===== config.mk =====
export PLATFORM = sky130hd
export DESIGN_NAME = mrna_iso_valve_sequencer
export DESIGN_NICKNAME = d
export VERILOG_FILES = /design/src/rtl/mrna_iso_seq_pkg.sv /design/src/rtl/mrna_iso_pump_phaser.sv /design/src/rtl/mrna_iso_valve_sequencer.sv
export SDC_FILE = /design/constraint.sdc
export NUM_CORES = 1
export LEC_CHECK = 0
export BUFFER_PORTS_ARGS = -buffer_cell sky130_fd_sc_hd__buf_2
export CORE_ASPECT_RATIO = 1.5
export CORE_MARGIN = 3
export CORE_UTILIZATION = 30
export DETAILED_ROUTE_END_ITERATION = 10
export GPL_ROUTABILITY_DRIVEN = 1
export GPL_TIMING_DRIVEN = 0
export PLACE_DENSITY_LB_ADDON = 0.15
export SLEW_MARGIN = 20
export SYNTH_ARGS = -nofsm -noshare
export SYNTH_HDL_FRONTEND = slang
export SYNTH_SLANG_ARGS = --single-unit
export TNS_END_PERCENT = 30

===== constraint.sdc =====
create_clock -name clk -period 3.2 [get_ports clk]
set_input_delay 0.64 -clock clk [delete_from_list [all_inputs] [get_ports clk]]
set_output_delay 0.64 -clock clk [all_outputs]
set_load 0.03 [all_outputs]

===== src/rtl/mrna_iso_seq_pkg.sv =====
// Shared types and constants for the mRNA isolation valve sequencer.
// MRNAISO_SEQ_ABORT_EN adds the FLUSH state used by the abort path.
package mrna_iso_seq_pkg;

    typedef enum logic [2:0] {
        ST_IDLE    = 3'd0,
        ST_LOAD    = 3'd1,
        ST_LYSE    = 3'd2,
        ST_BEADS   = 3'd3,
        ST_MIX     = 3'd4,
        ST_SEP     = 3'd5,
`ifdef MRNAISO_SEQ_ABORT_EN
        ST_COLLECT = 3'd6,
        ST_FLUSH   = 3'd7
`else
        ST_COLLECT = 3'd6
`endif
    } state_t;

    // Bit positions in valve_ctl; a 1 pressurizes the line and closes the valve
    localparam int V_CELLS_IN    = 0;
    localparam int V_CELLS_OUT   = 1;
    localparam int V_COLLECT     = 2;
    localparam int V_LYSIS_IN    = 3;
    localparam int V_LYSIS_WASTE = 4;
    localparam int V_BEADS_IN    = 5;
    localparam int V_BEAD_WASTE  = 6;
    localparam int V_PUSH        = 7;
    localparam int V_SEP         = 8;
    localparam int V_SIEVE       = 9;
    localparam int V_WASTE       = 10;
    localparam int V_SPARE       = 11;

    localparam logic [11:0] VALVE_ALL_CLOSED = 12'hFFF;

    localparam logic [2:0] PUMP_IDLE = 3'b111;
    localparam logic [2:0] PUMP_PH0  = 3'b110;
    localparam logic [2:0] PUMP_PH1  = 3'b101;
    localparam logic [2:0] PUMP_PH2  = 3'b011;

endpackage


===== src/rtl/mrna_iso_pump_phaser.sv =====
// Three-phase peristaltic pump pattern generator with a PUMP_DIV prescaler.
// Phase pattern is registered; stroke_done flags the last cycle of each stroke.
module mrna_iso_pump_phaser
    import mrna_iso_seq_pkg::*;
#(
    parameter int CNT_W    = 16,
    parameter int PUMP_DIV = 1000
) (
    input  logic       clk,
    input  logic       rst_n,
    input  logic       en,
    output logic [2:0] phase_pat,
    output logic       stroke_done
);

    localparam logic [CNT_W-1:0] DIV_LAST = CNT_W'(PUMP_DIV - 1);

    logic [CNT_W-1:0] div_cnt;
    logic [CNT_W-1:0] div_cnt_nxt;
    logic [1:0]       ph;
    logic [1:0]       ph_nxt;
    logic             run;
    logic             phase_end;

    function automatic logic [2:0] pat_of(input logic [1:0] p);
        logic [2:0] r;
        r = PUMP_PH0;
        case (p)
            2'd1:    r = PUMP_PH1;
            2'd2:    r = PUMP_PH2;
            default: r = PUMP_PH0;
        endcase
        return r;
    endfunction

    // en reflects the state of the coming cycle, run that of the current one
    assign phase_end   = run && (div_cnt == DIV_LAST);
    assign stroke_done = phase_end && (ph == 2'd2);

    always_comb begin
        div_cnt_nxt = '0;
        ph_nxt      = 2'd0;
        if (en && run) begin
            if (phase_end) begin
                ph_nxt = (ph == 2'd2) ? 2'd0 : ph + 2'd1;
            end else begin
                div_cnt_nxt = div_cnt + CNT_W'(1);
                ph_nxt      = ph;
            end
        end
    end

    always_ff @(posedge clk or negedge rst_n) begin
        if (!rst_n) begin
            div_cnt   <= '0;
            ph        <= 2'd0;
            run       <= 1'b0;
            phase_pat <= PUMP_IDLE;
        end else begin
            div_cnt   <= div_cnt_nxt;
            ph        <= ph_nxt;
            run       <= en;
            phase_pat <= en ? pat_of(ph_nxt) : PUMP_IDLE;
        end
    end

endmodule


===== src/rtl/mrna_iso_valve_sequencer.sv =====
// Run sequencer for the three-lane mRNA isolation chip: FSM, dwell/stroke counters, valve decode.
// Define MRNAISO_SEQ_ABORT_EN to add the abort input, aborted pulse and FLUSH state.
module mrna_iso_valve_sequencer
    import mrna_iso_seq_pkg::*;
#(
    parameter int TMR_W    = 16,
    parameter int PUMP_DIV = 1000,
    parameter int T_LOAD   = 100,
    parameter int T_LYSE   = 100,
    parameter int T_BEAD   = 100,
    parameter int N_MIX    = 10,
    parameter int T_SEP    = 100,
`ifdef MRNAISO_SEQ_ABORT_EN
    parameter int T_COLL   = 100,
    parameter int T_FLUSH  = 100
`else
    parameter int T_COLL   = 100
`endif
) (
    input  logic        clk,
    input  logic        rst_n,
    input  logic        start,
`ifdef MRNAISO_SEQ_ABORT_EN
    input  logic        abort,
    output logic        aborted,
`endif
    output logic        busy,
    output logic        done,
    output logic [2:0]  state_o,
    output logic [11:0] valve_ctl,
    output logic [2:0]  pump
);

    state_t           state;
    state_t           state_nxt;
    logic [TMR_W-1:0] dwell;
    logic [TMR_W-1:0] strokes;
    logic             stroke_done;
    logic             mix_next;

    function automatic logic [TMR_W-1:0] dwell_load(input state_t s);
        logic [TMR_W-1:0] d;
        d = '0;
        case (s)
            ST_LOAD:    d = TMR_W'(T_LOAD - 1);
            ST_LYSE:    d = TMR_W'(T_LYSE - 1);
            ST_BEADS:   d = TMR_W'(T_BEAD - 1);
            ST_SEP:     d = TMR_W'(T_SEP - 1);
            ST_COLLECT: d = TMR_W'(T_COLL - 1);
`ifdef MRNAISO_SEQ_ABORT_EN
            ST_FLUSH:   d = TMR_W'(T_FLUSH - 1);
`endif
            default:    d = '0;
        endcase
        return d;
    endfunction

    function automatic logic [11:0] valve_decode(input state_t s);
        logic [11:0] v;
        v = VALVE_ALL_CLOSED;
        case (s)
            ST_LOAD: begin
                v[V_CELLS_IN]  = 1'b0;
                v[V_CELLS_OUT] = 1'b0;
            end
            ST_LYSE: begin
                v[V_LYSIS_IN]    = 1'b0;
                v[V_LYSIS_WASTE] = 1'b0;
            end
            ST_BEADS: begin
                v[V_BEADS_IN]   = 1'b0;
                v[V_BEAD_WASTE] = 1'b0;
            end
            // Sieve stays closed in SEP so the beads are trapped
            ST_SEP: begin
                v[V_SEP]   = 1'b0;
                v[V_PUSH]  = 1'b0;
                v[V_WASTE] = 1'b0;
            end
            ST_COLLECT: begin
                v[V_SIEVE]   = 1'b0;
                v[V_COLLECT] = 1'b0;
                v[V_PUSH]    = 1'b0;
            end
`ifdef MRNAISO_SEQ_ABORT_EN
            ST_FLUSH: begin
                v[V_WASTE]       = 1'b0;
                v[V_LYSIS_WASTE] = 1'b0;
                v[V_BEAD_WASTE]  = 1'b0;
            end
`endif
            default: v = VALVE_ALL_CLOSED;
        endcase
        return v;
    endfunction

    always_comb begin
        state_nxt = state;
        case (state)
            ST_IDLE:    if (start)        state_nxt = ST_LOAD;
            ST_LOAD:    if (dwell == '0)  state_nxt = ST_LYSE;
            ST_LYSE:    if (dwell == '0)  state_nxt = ST_BEADS;
            ST_BEADS:   if (dwell == '0)  state_nxt = ST_MIX;
            ST_MIX:     if (stroke_done && strokes == '0) state_nxt = ST_SEP;
            ST_SEP:     if (dwell == '0)  state_nxt = ST_COLLECT;
            ST_COLLECT: if (dwell == '0)  state_nxt = ST_IDLE;
`ifdef MRNAISO_SEQ_ABORT_EN
            ST_FLUSH:   if (dwell == '0)  state_nxt = ST_IDLE;
`endif
            default:    state_nxt = ST_IDLE;
        endcase
`ifdef MRNAISO_SEQ_ABORT_EN
        // Abort overrides every busy transition, including COLLECT completion
        if (abort && state != ST_IDLE && state != ST_FLUSH) begin
            state_nxt = ST_FLUSH;
        end
`endif
    end

    assign mix_next = (state_nxt == ST_MIX);

    mrna_iso_pump_phaser #(
        .CNT_W    (TMR_W),
        .PUMP_DIV (PUMP_DIV)
    ) u_phaser (
        .clk         (clk),
        .rst_n       (rst_n),
        .en          (mix_next),
        .phase_pat   (pump),
        .stroke_done (stroke_done)
    );

    // Outputs are decoded from the next state so they change on the same edge as state
    always_ff @(posedge clk or negedge rst_n) begin
        if (!rst_n) begin
            state     <= ST_IDLE;
            dwell     <= '0;
            strokes   <= '0;
            busy      <= 1'b0;
            done      <= 1'b0;
            valve_ctl <= VALVE_ALL_CLOSED;
`ifdef MRNAISO_SEQ_ABORT_EN
            aborted   <= 1'b0;
`endif
        end else begin
            state     <= state_nxt;
            busy      <= (state_nxt != ST_IDLE);
            done      <= (state == ST_COLLECT) && (state_nxt == ST_IDLE);
            valve_ctl <= valve_decode(state_nxt);
`ifdef MRNAISO_SEQ_ABORT_EN
            aborted   <= (state == ST_FLUSH) && (state_nxt == ST_IDLE);
`endif
            if (state_nxt != state) begin
                dwell <= dwell_load(state_nxt);
            end else if (dwell != '0) begin
                dwell <= dwell - TMR_W'(1);
            end
            if (mix_next && state != ST_MIX) begin
                strokes <= TMR_W'(N_MIX - 1);
            end else if (state == ST_MIX && stroke_done && strokes != '0) begin
                strokes <= strokes - TMR_W'(1);
            end
        end
    end

    assign state_o = state;

endmodule


# After elaboration in Yosys (flattened, before gate mapping)
# Index checks and enable logic that the tools add are counted.
# word_totals
regBits	70
inputBits	3
word_cells	77
# op_classes
addsub	4
eq_ne	18
mux	26
reduce_logical	19
# ops
cell	n
2-to-1 mux 16 bit	6
zero test 16 bit	2
nonzero test 16 bit	2
subtractor 16 x 1 -> 16 bit, second input constant	2
2-to-1 mux 3 bit	8
one-hot mux 3 bit (7 select lines)	1
== test 3 bit, second input constant	6
adder 16 x 1 -> 16 bit, second input constant	1
== test 16 x 10 -> 1 bit, second input constant	1
== test 3 x 2 -> 1 bit, second input constant	4
2-to-1 mux 2 bit	6
logical AND 1 bit	8
2-to-1 mux 7 bit	1
== test 3 x 1 -> 1 bit, second input constant	2
zero test 3 bit	2
one-hot mux 3 bit (2 select lines)	1
OR reduction 5 bit	1
== test 2 bit, second input constant	2
nonzero test 2 bit	2
2-to-1 mux 1 bit	3
inequality test 3 bit	1
inequality test 3 bit, second input constant	1
nonzero test 3 bit	1
adder 2 x 1 -> 2 bit, second input constant	1
2 further kinds	2

# Depth between registers and ports, before layout
# depth
depth_word	12
depth_mapped	11

# Hierarchy
# Synthesis repeated with hierarchy kept, for this count alone.
# unflattened
hier_cells	344
hier_area_um2	3403.3
# by_module_without_submodules
module	instances	cells_each	area_per_inst_um2
mrna_iso_valve_sequencer	1	245	2317.2
mrna_iso_pump_phaser	1	99	1086.0

# Worst setup path after synthesis
# Ideal clock, no wire load.
# synth_path
path_kind	flip-flop to flip-flop
startpoint	register dwell[11]
endpoint	register u_phaser.phase_pat[0]
arrival_time_ns	2.628
slack_ns	0.479
stages_incl_launch_ff	9
n_path_buf	1
period_less_slack_ns	2.721
path_cell_list	dfrtp_1 > or4_4 > nand4b_4 > or3_4 > a2111o_1 > buf_6 > or2_1 > ha_1 > nand2_1
# synth_between
elab_chain_len	9
word_cells_on_any_way	14
classes_between	eq/ne (3); mux (9); reduce/logical (2)
# synth_rtl
item	line_no	text
start, declared	mrna_iso_valve_sequencer.sv:36	logic [TMR_W-1:0] dwell;
start signal, assigned	mrna_iso_valve_sequencer.sv:154	dwell <= dwell_load(state_nxt);
start signal, assigned	mrna_iso_valve_sequencer.sv:156	dwell <= dwell - TMR_W'(1);
zero test 16 bit (*)	--	
2-to-1 mux 3 bit (on tied branches)	--	
one-hot mux 3 bit (7 select lines) (*)	mrna_iso_valve_sequencer.sv:99	case (state)
== test 3 bit (*)	mrna_iso_valve_sequencer.sv:120	assign mix_next = (state_nxt == ST_MIX);
logical AND 1 bit	mrna_iso_pump_phaser.sv:43	if (en && run) begin
2-to-1 mux 2 bit	mrna_iso_pump_phaser.sv:43	
== test 2 bit / == test 2 x 1 -> 1 bit (equally long branches)	mrna_iso_pump_phaser.sv:28	case (p)
one-hot mux 3 bit (2 select lines)	mrna_iso_pump_phaser.sv:28	
2-to-1 mux 3 bit (*)	mrna_iso_pump_phaser.sv:63	phase_pat <= en ? pat_of(ph_nxt) : PUMP_IDLE;
end signal, assigned	mrna_iso_pump_phaser.sv:63	
end, declared	mrna_iso_pump_phaser.sv:12	output logic [2:0] phase_pat,
# Mark *: on every way between the ends. The rest lies on a longest branch, timed or not.
# A chain may end at the register's enable or synchronous reset.

# Worst setup path after layout
# layout_path
startpoint	register dwell[2]
endpoint	register u_phaser.phase_pat[0]
# The elaborated chain is that of the path after synthesis.

==> run metrics <==
largest net degree at the start of global routing 42; first-pass GRT wire length 13,980 microns; YS warnings 0; layout cells sized above 1 0.1935; M3 GR Usage 0.02609; WL final roughly 8100 microns; ANT cells 0; GRT overflow 0; Setup CP Type register to register; Vias 2,770; WL per Instance between 10 and 15 microns; GRT Total Usage 0.1346; Int Power ~1.6 mW; Syn Inst Count 360; Post-Syn Nets around 370; Data arrival, critical path 3.20 ns; Netlist cell types 59; final setup fails 0; flops & latches, synth 65; worst-path fanout max 10; hold crit path type input pin to async pin; Clk pin slew, worst setup/hold paths 0.06 ns; Util after Layout 0.3705; row cnt 47; mapped cell area 3502 sq um; number of global-route vias before repair ~2,800; Avg Inst Size Synth just under 10 sq um; Logic pwr share 0.012; GP Congestion approximately 0.8; startpoint types register; Slew @ Worst Pin around 0.85 ns; Final period util 0.9244; max-slew violations 0; RSZ-0062 raised after global routing no; synth cell count leaders dfrtp_1 (56), nand2_1 (32), nor2_1 (32), nor3_1 (20), xnor2_1 (19); Clk network pwr share 0.572; Lkg Pwr between 1.5 and 2 nW; sequential power share 0.416; number of setup buffers added after CTS 0; Port-buffer cells 21; CTS Buffer Depth 2; FMAX approximately 340 MHz; biggest area consumer among synthesized cells dfrtp_1; Area after DPL ~3800 sq um; RR Startpoint dwell[2]; met1 usage 0.1601; setup_tns 0 ns; Initial Util 0.3118; Worst setup startpoint dwell[2]; Die Area 13,030 sq um; Tot Pwr slightly below 2 mW; sequential-to-total area share from yosys stat 0.4677; Die Span Y approximately 140 microns; nets between 400 and 500; run status finished clean; design area roughly 4200 sq um; WP data required between 3 and 4 ns; CP endpoint kind register; TritonCTS Buffers 9; Primary FF master, synth dfrtp_1; P per Cell Area around 470 nW/um^2; Hold Vio Cnt, Final 0; asr flop ratio synth 1.000; max-cap viol count 0; router iterations before antenna repair 4; DRC violation total after the first TritonRoute iteration ~140; clock sink count 65; Die X ~94 microns; worst-case clock skew about 0.0082 ns; Antenna Nets Post-Route 0; DR vias/cell 5.083; worst hold slack 0.2119 ns; top-count cell post-synth dfrtp_1; H-tree Lvls 3; drt drc 0; Sw Pwr 0.3886 mW; ranking of synthesized cells by area dfrtp_1 (40%), dfstp_2 (6.8%), xnor2_1 (4.8%); Area Growth Syn to Fin 18.83%; Post-synth EDFFs 0; TritonCTS clock tree yes; Detailed Place HPWL 5907 microns; Switching Fraction 0.1967; fin crit period roughly 3.0 ns; clock latency on the worst-skew pair 0.33 ns; Core Box Area 11,230 sq um; Post-CTS Resized 0; met2 usage 0.2354; IO Pins 23; Slew HR 0.4207; initial antenna violation count 0; gr busiest metal met2; VDD IR max between 0.2 and 0.25 mV; Post-CTS Hold Fix Bufs 0; CTS root buf clkbuf_16; post-synth top area share 0.4001
-- area by class of cell --
cell class	instances	area, sq um
clock inverter	7	118.9
sequential	65	1638
buffer	20	125.1
multi-input combinational	266	1709
timing repair buffer	22	127.6
tap	147	183.9
fill	1160	7071
clock buffer	9	225.2
inverter	9	33.78
-- per-stage QoR --
step | instances | setup WS (ns)
after floorplan | 360 | 0.4792
after global placement | 528 | 0.2233
after detailed placement | 529 | 0.2224
after CTS | 545 | 0.1979
after global routing | 545 | 0.07106
final | 545 | 0.2418
-- registers in the layout, indices dropped and copies added, names as in the netlist --
register            flops
busy                    1
u_phaser.div_cnt       16
strokes                16
done                    1
u_phaser.phase_pat      3
dwell                  16
valve_ctl               6
state_o                 3
u_phaser.ph             2
u_phaser.run            1
-- power by group through the flow --
stage	Combinational [mW]	Sequential, mW	Clock, mW
floorplan	0.00247	0.837	0
global route	0.0273	0.822	1.20
finish	0.0228	0.823	1.13
CTS	0.0249	0.823	1.16
global placement	0.0211	0.837	0
detailed placement	0.0250	0.837	0
-- kinds of logic (layout without fill, tap and decap cells) --
| kind of cell | count (synthesis) | after routing | share of synthesized area |
|---|---|---|---|
| other | 1 | 1 | 0.001071 |
| xor gates and xnor gates | 30 | 30 | 0.07503 |
| and+or+nand+nor | 176 | 176 | 0.2951 |
| adders and majority gates | 7 | 7 | 0.02429 |
| DFF | 65 | 65 | 0.4677 |
| buffers and inverters | 29 | 67 | 0.04537 |
| AOI/OAI and AO/OA | 52 | 52 | 0.09146 |
-- per-layer routing --
metal,wire (microns),part of all wire
met1,3468,0.43
met2,4338,0.54
met3,185,0.023
met4,109,0.013
met5,0,0
-- final timing paths --
check	endpoint	slack, ns	cells past startpoint
worst max-delay path	u_phaser.phase_pat[0]	0.24	8
worst min-delay path	done	0.21	1
worst max register to register	u_phaser.phase_pat[0]	0.24	8
worst min register to register	u_phaser.div_cnt[0]	0.53	1
max in group asynchronous	u_phaser.phase_pat[0]	2.39	2
min in group clk	u_phaser.div_cnt[0]	0.53	1
-- layout by cell type, fill, tap and decap left out, types with 7 or more instances in the layout --
| master | instances |
|---|---|
| dfrtp_1 | 56 |
| nor2_1 | 32 |
| nand2_1 | 32 |
| buf_2 | 23 |
| nor3_1 | 20 |
| xnor2_1 | 19 |
| o21ai_0 | 17 |
| nand3_1 | 17 |
| a21oi_1 | 14 |
| or3_1 | 12 |
| xor2_1 | 11 |
| inv_1 | 9 |
| nor4_1 | 9 |
| nand4_1 | 9 |
| clkbuf_16 | 9 |
| dfstp_2 | 9 |
| clkbuf_1 | 8 |
| buf_4 | 7 |
-- worst max-delay path, stage by stage, from the launching register on --
cell and delay, ns:
dfrtp_1 0.44, nor4_4 0.58, nand4b_4 0.27, or3_4 0.43
a2111o_1 0.44, buf_6 0.15, or2_1 0.23, ha_1 0.28
nand2_1 0.04
(Power assumes the default switching activity.)
